## config.mk

```make
export PLATFORM = sky130hd
export DESIGN_NAME = bipolar_ram_flat
export DESIGN_NICKNAME = d
export VERILOG_FILES = /design/src/rtl/bipolar_ram_if.sv /design/src/rtl/bipolar_ram.sv /design/src/flat_wrapper.sv
export SDC_FILE = /design/constraint.sdc
export NUM_CORES = 1
export LEC_CHECK = 0
export BUFFER_PORTS_ARGS = -buffer_cell sky130_fd_sc_hd__buf_2
export CAP_MARGIN = 20
export CORE_MARGIN = 2
export CORE_UTILIZATION = 57
export CTS_CLUSTER_DIAMETER = 120
export DETAILED_ROUTE_END_ITERATION = 10
export MAX_ROUTING_LAYER = met4
export PLACE_DENSITY = 0.73
export RECOVER_POWER = 100
export SYNTH_ARGS = -nofsm -noshare
export SYNTH_HDL_FRONTEND = slang
export SYNTH_SLANG_ARGS = --single-unit
export TNS_END_PERCENT = 100
```

## constraint.sdc

```tcl
create_clock -name CLK_DRV -period 4 [get_ports CLK_DRV]
set_input_delay 0.8 -clock CLK_DRV [delete_from_list [all_inputs] [get_ports CLK_DRV]]
set_output_delay 0.8 -clock CLK_DRV [all_outputs]
set_load 0.02 [all_outputs]
```

## src/rtl/bipolar_ram_if.sv

```systemverilog
// bipolar_ram_if: bus side of the bipolar TTL static RAM model.
// Master drives address, data and enables; slave returns data and status.
interface bipolar_ram_if #(
  parameter int ADDR_W = 8,
  parameter int DATA_W = 1,
  parameter int NUM_CE = 3
);
  logic [ADDR_W-1:0] ADDR;
  logic [DATA_W-1:0] DIN;
  logic [NUM_CE-1:0] CE_N;
  logic              WE_N;
  logic [DATA_W-1:0] DOUT;
  logic              DOUT_OE;
  logic              CLR_BUSY;

  modport master (
    output ADDR, DIN, CE_N, WE_N,
    input  DOUT, DOUT_OE, CLR_BUSY
  );

  modport slave (
    input  ADDR, DIN, CE_N, WE_N,
    output DOUT, DOUT_OE, CLR_BUSY
  );
endinterface

```

## src/rtl/bipolar_ram.sv

```systemverilog
// bipolar_ram: 82S16/7489-class RAM, level or trailing-edge write.
// Power-on clear sequencer enabled by BIPOLAR_RAM_CLEAR_EN.
module bipolar_ram #(
  parameter int ADDR_W     = 8,
  parameter int DATA_W     = 1,
  parameter int NUM_CE     = 3,
  parameter int INV_OUT    = 1,
  parameter int WRITE_MODE = 0,
  parameter logic [DATA_W-1:0] CLEAR_VAL = '0
) (
  input  logic         CLK_DRV,
  input  logic         RST_N,
  bipolar_ram_if.slave bus
);
  localparam int DEPTH = 1 << ADDR_W;
  localparam logic [DATA_W-1:0] INV_MASK =
    (INV_OUT != 0) ? '1 : '0;

  typedef enum logic {IDLE, ARMED} state_t;

  logic [DATA_W-1:0] mem_q [DEPTH];
  state_t            state_q;
  logic [ADDR_W-1:0] pend_addr_q;
  logic [DATA_W-1:0] pend_data_q;
  logic              clr_busy_q;
  logic [ADDR_W-1:0] clr_cnt_q;

  logic              sel;
  logic              wr;
  logic              hit;
  logic              mem_we;
  logic [ADDR_W-1:0] mem_waddr;
  logic [DATA_W-1:0] mem_wdata;
  logic [DATA_W-1:0] rd_data;

`ifdef BIPOLAR_RAM_CLEAR_EN
  always_ff @(posedge CLK_DRV or negedge RST_N) begin
    if (!RST_N) begin
      clr_busy_q <= 1'b1;
      clr_cnt_q  <= '0;
    end else if (clr_busy_q) begin
      clr_cnt_q <= clr_cnt_q + ADDR_W'(1);
      if (&clr_cnt_q)
        clr_busy_q <= 1'b0;
    end
  end
`else
  assign clr_busy_q = 1'b0;
  assign clr_cnt_q  = '0;
`endif

  assign sel = (&(~bus.CE_N)) & ~clr_busy_q & RST_N;
  assign wr  = sel & ~bus.WE_N;

  // Trailing-edge FSM: last sample of the pulse wins
  always_ff @(posedge CLK_DRV or negedge RST_N) begin
    if (!RST_N) begin
      state_q     <= IDLE;
      pend_addr_q <= '0;
      pend_data_q <= '0;
    end else if (clr_busy_q || WRITE_MODE == 0) begin
      state_q <= IDLE;
    end else if (wr) begin
      state_q     <= ARMED;
      pend_addr_q <= bus.ADDR;
      pend_data_q <= bus.DIN;
    end else begin
      state_q <= IDLE;
    end
  end

  always_comb begin
    mem_we    = 1'b0;
    mem_waddr = bus.ADDR;
    mem_wdata = bus.DIN;
    if (clr_busy_q) begin
      mem_we    = RST_N;
      mem_waddr = clr_cnt_q;
      mem_wdata = CLEAR_VAL;
    end else if (WRITE_MODE == 0) begin
      mem_we = wr;
    end else if (state_q == ARMED && !wr) begin
      mem_we    = RST_N;
      mem_waddr = pend_addr_q;
      mem_wdata = pend_data_q;
    end
  end

  // Array contents survive reset, like the real part
  always_ff @(posedge CLK_DRV) begin
    if (mem_we)
      mem_q[mem_waddr] <= mem_wdata;
  end

  assign hit = (WRITE_MODE != 0) && (state_q == ARMED) &&
               (bus.ADDR == pend_addr_q);
  assign rd_data = hit ? pend_data_q : mem_q[bus.ADDR];

  always_comb begin
    bus.DOUT    = '1;
    bus.DOUT_OE = 1'b0;
    if (sel) begin
      bus.DOUT_OE = 1'b1;
      bus.DOUT    = (bus.WE_N ? rd_data : bus.DIN) ^ INV_MASK;
    end
  end

  assign bus.CLR_BUSY = clr_busy_q;
endmodule

```

## src/flat_wrapper.sv

```systemverilog
// flat-port wrapper written by rule: the top's interface ports become plain ports
module bipolar_ram_flat 
#(
  parameter int ADDR_W     = 8,
  parameter int DATA_W     = 1,
  parameter int NUM_CE     = 3,
  parameter int INV_OUT    = 1,
  parameter int WRITE_MODE = 0,
  parameter logic [DATA_W-1:0] CLEAR_VAL = '0
)
  (CLK_DRV, RST_N, bus_ADDR, bus_DIN, bus_CE_N, bus_WE_N, bus_DOUT, bus_DOUT_OE, bus_CLR_BUSY);
  bipolar_ram_if #(.ADDR_W(ADDR_W), .DATA_W(DATA_W), .NUM_CE(NUM_CE)) bus_i ();
  input  logic CLK_DRV;
  input  logic RST_N;
  input wire logic [$bits(bus_i.ADDR)-1:0] bus_ADDR;
  input wire logic [$bits(bus_i.DIN)-1:0] bus_DIN;
  input wire logic [$bits(bus_i.CE_N)-1:0] bus_CE_N;
  input wire logic [$bits(bus_i.WE_N)-1:0] bus_WE_N;
  output wire logic [$bits(bus_i.DOUT)-1:0] bus_DOUT;
  output wire logic [$bits(bus_i.DOUT_OE)-1:0] bus_DOUT_OE;
  output wire logic [$bits(bus_i.CLR_BUSY)-1:0] bus_CLR_BUSY;
  assign bus_i.ADDR = bus_ADDR;
  assign bus_i.DIN = bus_DIN;
  assign bus_i.CE_N = bus_CE_N;
  assign bus_i.WE_N = bus_WE_N;
  assign bus_DOUT = bus_i.DOUT;
  assign bus_DOUT_OE = bus_i.DOUT_OE;
  assign bus_CLR_BUSY = bus_i.CLR_BUSY;
  bipolar_ram #(.ADDR_W(ADDR_W), .DATA_W(DATA_W), .NUM_CE(NUM_CE), .INV_OUT(INV_OUT), .WRITE_MODE(WRITE_MODE), .CLEAR_VAL(CLEAR_VAL)) u_core (.CLK_DRV(CLK_DRV), .RST_N(RST_N), .bus(bus_i));
endmodule
```

Word-level counts from Yosys, hierarchy flattened
Memory sizes are Yosys's and may differ from the RTL's. Cells that the tools add are included.

Bits in registers: 0. Bits in writable memories: 256. Bits of input ports: 15. Memories kept: 1.

Multiplexer cells: 5. Bitwise operators: 5. Reductions and logical operators: 1.

Memory list: u_core.mem_q (words 256, width 1, rd ports 1, clocked after memory_dff 0, write ports 1, line bipolar_ram.sv:21) `logic [DATA_W-1:0] mem_q [DEPTH];`.

Operators by type and width (count): $mux 1 (5); $not 3->3 (1); $reduce_and 3->1 (1); $and 1x1->1 (2); $not 1->1 (2).

Longest topological paths before layout
Gate-level depths: netlist of the first run.

Depth after elaboration: 6. Mapped depth: 11.

Worst setup path after synthesis of the first run
Ideal clock, no wire load.

Kind: input to output. Start point: input bus_ADDR[0]. End point: output bus_DOUT. Data arrival time: 2.664 ns. Setup slack: 0.536 ns. Stages on the path: 9. Path through: buf_6 -> buf_6 -> buf_4 -> mux4_2 -> a22oi_1 -> a21oi_1 -> nor4_2 -> nand3_1 -> o221ai_2.

Word-level cells in the longest chain between the ends: 4.

RTL lines: start, declared (line flat_wrapper.sv:15) `input wire logic [$bits(bus_i.ADDR)-1:0] bus_ADDR;`; $mem_v2 256x1; $mux 1 (line bipolar_ram.sv:104) `bus.DOUT = (bus.WE_N ? rd_data : bus.DIN) ^ INV_MASK;`; $not 1->1 (no source line); $mux 1 (line bipolar_ram.sv:102) `if (sel) begin`; end, declared (line flat_wrapper.sv:19) `output wire logic [$bits(bus_i.DOUT)-1:0] bus_DOUT;`.

No other way between the ends.

Worst setup path after layout of the first run
Start point: input bus_ADDR[2]. End point: output bus_DOUT.

Same word-level chain as after synthesis.

==> results.yml, run 1 <==
floorplan:
  ios: 18
  rows: 51
  start_util: 0.5819
  dieArea_mm2: 0.02101
  fp.dieH_um: 145.0
  core_mm2: 0.01946
  fp.dieW_um: 145.0
timing:
  hold_viol: 0
  finalSetupViolCount: 0
  fin_crit_sh: 0.9591
  maxSlewViolCount: 192
  rsz0062_at_grt: "no"
  min_period_ns: 3.836
  relSlewSlack: -0.07210
  worst_pin_slew_ns: 1.608
  fmax_mhz: 260.7
clock_tree:
  cts_tree: "done"
  numCtsBuffers: 26
  clockBufferDepth: 3
  path_clk_slew_ns: 0.06
  cts-root-buf: "clkbuf_16"
  cts_hold_buf: 0
  cts_sinks: 256
  post_cts_buffers: 0
  htree_levels: 1
global_routing:
  grt_pass1_vias: 6921
  grt-ovfl-total: 0
  antenna_found_initial: 0
  grt_pass1_wl_mm: 40.03
  grt_usage: 0.2592
  grt_max_degree: 101
layout:
  nNetsFinal: 842
  final_cell_mix: "266 x nor2_1, 256 x edfxtp_1, 43 x mux4_2, 36 x nand2_1, 35 x mux2i_1"
  design_area_mm2: 0.01254
  drive_gt1_frac: 0.1550
  area_growth_pct: 10.74
  fillers: 1421
  largest_reg_flops: 256
  largestRegisters: "u_core.mem_q x256"
  antenna_cells: 0
  max_flop_register: "u_core.mem_q"
  final_common_cell: "nor2_1"
route:
  antenna_left: 0
  drt_pass1_iterations: 5
  drt-total-wl_mm: 26.09
  routedWlPerCell_um: 23.50
  via_count: 6896
  drcViolationCount: 0
  drt_iter0_drc: 697
  vias_per_cell: 6.213
synthesis:
  syn_area_per_cell_um2: 14.17
  synth_ff_type: "edfxtp_1"
  yosysSeqAreaShare: 0.6788
  async_reset_ff_frac: 0
  synth_area_mm2: 0.01132
  synth_edf_count: 256
  synthCells: 799
  ys_ff_latch: 256
  ys.warnings.count: 0
  yosysUniqueCellTypes: 45
  syn-num-nets: 814
power_and_ir_drop:
  power.density_mw_per_mm2: 441.2
  leakage_nw: 3.875
  vdd_ir_drop_max_uv: 292.1
  total_power_mw: 5.533
critical_path:
  worstSetupEndpoint: "bus_DOUT"
  worst_ep_arrival_time_ns: 3.04
  critical_path.startpoint_type: "primary input"
  end_kind: "output pin"
  worstSetupPathType: "in2out"
  startpoint: "bus_ADDR[2]"
  path_max_fanout: 19
  required_ns: 3.20
placement:
  io_buffers: 16
  gp_congestion: 0.8788
  place_area_mm2: 0.01179
  dp_hpwl_mm: 16.22
flow_run:
  max-cap-violations: 2
min_path:
  hold_path.class: "in2reg"
outcome:
  violations: "capacitance limit, slew limit"
  status: "complete, but fails checks"
-- kinds of logic (layout without fill, tap and decap cells) --
family | after synthesis | in the layout | synth area share
compound gates | 42 | 42 | 0.02740
mux | 89 | 89 | 0.1393
other cells | 1 | 1 | 0.0003311
simple gates | 344 | 344 | 0.1247
flops | 256 | 256 | 0.6788
buf+inv | 67 | 113 | 0.02939
-- metal layers --
layer,GRT usage,vias to the layer above,share of wire
li1,-,2994,-
met1,0.3346,3488,0.38
met2,0.4121,337,0.49
met3,0.05252,77,0.087
met4,0.09950,0,0.039
met5,-,-,0
-- through the flow --
stage / TNS, ns / util / std cells / setup WS (ns) / hold WS, ns
6_report: 0 / 0.6444 / 1110 / 0.1636 / 0.7003
5_1_grt: 0 / 0.6444 / 1110 / 0.02493 / 0.7172
4_1_cts: 0 / 0.6469 / 1110 / 0.05754 / 0.7164
3_5_place_dp: -0.09315 / 0.6055 / 1064 / -0.09315 / 1.276
3_3_place_gp: -0.07611 / 0.6055 / 1064 / -0.07611 / 1.257
2_1_floorplan: 0 / - / 799 / 0.5364 / 0.8989
-- critical path, cell delays in order --
cell      delay, ns
clkbuf_4       0.34
and2_1         0.36
a22oi_1        0.14
o211ai_1       0.13
a41oi_1        0.30
nor4_2         0.37
nand3_1        0.15
o221ai_2       0.22
clkbuf_2       0.21
-- cell type report --
| cell class | count | area, um2 | area share |
|---|---|---|---|
| Clock buffer | 31 | 669.4 | 0.05338 |
| Inverter | 6 | 22.52 | 0.001796 |
| Multi-Input combinational cell | 476 | 3292 | 0.2625 |
| Sequential cell | 256 | 7687 | 0.6130 |
| Clock inverter | 15 | 128.9 | 0.01028 |
| Timing Repair Buffer | 61 | 409.1 | 0.03262 |
| Tap cell | 265 | 331.6 | 0.02644 |
-- synth_stat cells (2+ instances only) --
library cell  number  share of area
clkbuf_1          38          0.013
mux4_1             9          0.021
o211ai_1           4         0.0027
nand3_1           12         0.0053
a221oi_1           4         0.0031
a22oi_1            9         0.0060
nand4_1            2         0.0011
o21ai_0            2        0.00088
and3_1             3         0.0017
inv_1              6         0.0020
mux2_2             2         0.0020
nand2b_1           3         0.0017
nor3_1             3         0.0013
a22o_1             2         0.0015
buf_6              5         0.0050
buf_2              7         0.0031
nor4_2             2         0.0022
a31oi_1            2         0.0011
nand2_1           36          0.012
buf_1              5         0.0017
buf_4              5         0.0033
a21oi_1            9         0.0040
edfxtp_1         256           0.68
nor2b_1            8         0.0044
or4b_1             2         0.0018
mux4_2            43          0.086
mux2i_1           35          0.031
a211oi_1           2         0.0013
nor2_1           266          0.088
and2_1             2         0.0011
-- power by group --
group | internal, mW | switching [mW]
combinational | 0.106 | 0.176
clock | 1.32 | 0.980
sequential | 2.95 | 0.000118
-- how the worst min path moves through the flow --
stage,from,to,cells after the start
3_3_place_gp,bus_DIN,u_core.mem_q[62],1
3_5_place_dp,bus_DIN,u_core.mem_q[62],1
4_1_cts,bus_DIN,u_core.mem_q[62],1
5_1_grt,bus_DIN,u_core.mem_q[61],1
2_1_floorplan,bus_DIN,u_core.mem_q[0],0
6_report,bus_DIN,u_core.mem_q[62],1
-- timing repair --
action | in CTS | in global routing
pin swaps | 0 | 1
gates cloned | 0 | 0
setup endpoints to repair | 1 | 1
gates resized for setup | 2 | 5
No activity file was read; power rests on OpenSTA's default activity.
==> run 2, diff against run 1 <==
--- a/config.mk
+++ b/config.mk
@@ -5,12 +5,15 @@
 export SDC_FILE = /design/constraint.sdc
 export NUM_CORES = 1
 export LEC_CHECK = 0
+export ABC_CLOCK_PERIOD_IN_PS = 4000
 export BUFFER_PORTS_ARGS = -buffer_cell sky130_fd_sc_hd__buf_2
 export CAP_MARGIN = 20
 export CORE_MARGIN = 2
 export CORE_UTILIZATION = 57
+export CTS_BUF_LIST = sky130_fd_sc_hd__clkbuf_8 sky130_fd_sc_hd__clkbuf_16
 export CTS_CLUSTER_DIAMETER = 120
 export DETAILED_ROUTE_END_ITERATION = 10
+export GPL_ROUTABILITY_DRIVEN = 1
 export MAX_ROUTING_LAYER = met4
 export PLACE_DENSITY = 0.73
 export RECOVER_POWER = 100
==> results.yml, run 2 (synthesized netlist as in run 1, its figures left out) <==
outcome:
  status: "complete, but fails checks"
  violations: "capacitance limit, slew limit"
global_routing:
  grt_util_met1: 0.3346
  grt_pass1_vias: 6923
  grt_pass1_wl_mm: 40.03
  antenna_found_initial: 0
  grt_use_met3: 0.05252
  grt-ovfl-total: 0
  top_usage_layer: "met2"
  grt_max_degree: 101
  grt_usage: 0.2592
  met2_usage: 0.4121
timing:
  fin_crit_sh: 0.9596
  rsz0062_at_grt: "no"
  maxSlewViolCount: 192
  fmax_mhz: 260.5
  hold_viol: 0
  hold_ws_ns: 0.6938
  min_period_ns: 3.839
  relSlewSlack: -0.08045
  finalSetupViolCount: 0
  worst_pin_slew_ns: 1.621
layout:
  max_flop_register: "u_core.mem_q"
  finalNonFillerCells: 1110
  final_common_cell: "nor2_1"
  area_growth_pct: 10.74
  drive_gt1_frac: 0.1550
  largestRegisters: "u_core.mem_q x256"
  largest_reg_flops: 256
  antenna_cells: 0
  final_cell_mix: "266 x nor2_1, 256 x edfxtp_1, 43 x mux4_2, 36 x nand2_1, 35 x mux2i_1"
  nNetsFinal: 842
  fillers: 1421
clock_tree:
  post_cts_buffers: 0
  cts-root-buf: "clkbuf_16"
  numCtsBuffers: 26
  cts_sinks: 256
  htree_levels: 1
  cts_hold_buf: 0
  cts_tree: "done"
  clockBufferDepth: 3
  path_clk_slew_ns: 0.06
min_path:
  whs_path_depth: 1
  holdCritStartpoint: "bus_DIN"
  worstHoldEndpoint: "u_core.mem_q[62]"
  hold_path.class: "in2reg"
floorplan:
  dieArea_mm2: 0.02101
  fp.dieH_um: 145.0
  ios: 18
  start_util: 0.5819
  rows: 51
  fp.dieW_um: 145.0
  core_mm2: 0.01946
power_and_ir_drop:
  vdd_ir_drop_max_uv: 291.8
  leakage_nw: 3.895
  net-switching-power_mw: 1.155
  internal-power_mw: 4.364
  clock_power_share: 0.414
  swShare: 0.2093
  power.density_mw_per_mm2: 440.1
  pwr-share-seq: 0.535
  total_power_mw: 5.519
  combinationalPowerShare: 0.051
route:
  drcViolationCount: 0
  via_count: 6869
  drt_iter0_drc: 704
  antenna_left: 0
  routedWlPerCell_um: 23.47
  drt_pass1_iterations: 5
  vias_per_cell: 6.188
  drt-total-wl_mm: 26.05
flow_run:
  max-cap-violations: 2
critical_path:
  worstSetupPathType: "in2out"
  startpoint: "bus_ADDR[2]"
  end_kind: "output pin"
  required_ns: 3.20
  critical_path.startpoint_type: "primary input"
  path_max_fanout: 19
  worst_ep_arrival_time_ns: 3.04
placement:
  io_buffers: 16
  dp_hpwl_mm: 16.22
  gp_congestion: 0.8788
  place_inst: 1064
[run 2: changes by cell type in the layout (fill, tap and decap cells not counted)]
cell      previous run  this run
clkbuf_1            19        14
inv_1                6        11
[run 2: power by group through the flow]
stage,Combinational (mW),Sequential (mW),Clock [mW]
final,0.283,2.95,2.28
after detailed placement,0.278,3.01,0
after CTS,0.280,2.95,2.31
after floorplan,0.175,3.01,0
after global routing,0.302,2.95,2.41
after global placement,0.271,3.01,0
[run 2: layer usage]
layer / share of wire / vias up
met1: 0.38 / 3464
met2: 0.49 / 332
met4: 0.039 / 0
met3: 0.095 / 78
met5: 0 / -
li1: - / 2995
[run 2: worst max path at each step]
stage | cells after the start | to
4_1_cts | 10 | bus_DOUT
3_5_place_dp | 10 | bus_DOUT
2_1_floorplan | 9 | bus_DOUT
6_report | 10 | bus_DOUT
5_1_grt | 8 | bus_DOUT
3_3_place_gp | 10 | bus_DOUT
[run 2: critical path, cell delays in order]
cell and delay (ns):
clkbuf_4 0.27, buf_12 0.23, buf_4 0.16, nor2_1 0.52, a31oi_1 0.20, nand4_1 0.18, a21oi_1 0.08, nor3_1 0.25
o221ai_2 0.15, clkbuf_2 0.18
[run 2: repair_timing]
item,CTS,global route
gates resized for setup,2,5
setup endpoints to repair,1,1
pin swaps,0,1
[run 2: per-stage QoR]
stage	utilization	area (um2)	TNS (ns)	setup WS, ns
floorplan	-	11320	0	0.5364
global placement	0.6055	11790	-0.07611	-0.07611
detailed placement	0.6055	11790	-0.09315	-0.09315
CTS	0.6469	12590	0	0.05754
global route	0.6444	12540	0	0.02493
finish	0.6444	12540	0	0.1615
[run 2: final cells by class]
class	count	area [um2]	area share
clock buffer	26	650.6	0.05188
clock inverter	20	147.6	0.01177
inverter	6	22.52	0.001796
multi-input combinational	476	3292	0.2625
sequential	256	7687	0.6130
tap	265	331.6	0.02644
timing repair buffer	61	409.1	0.03262
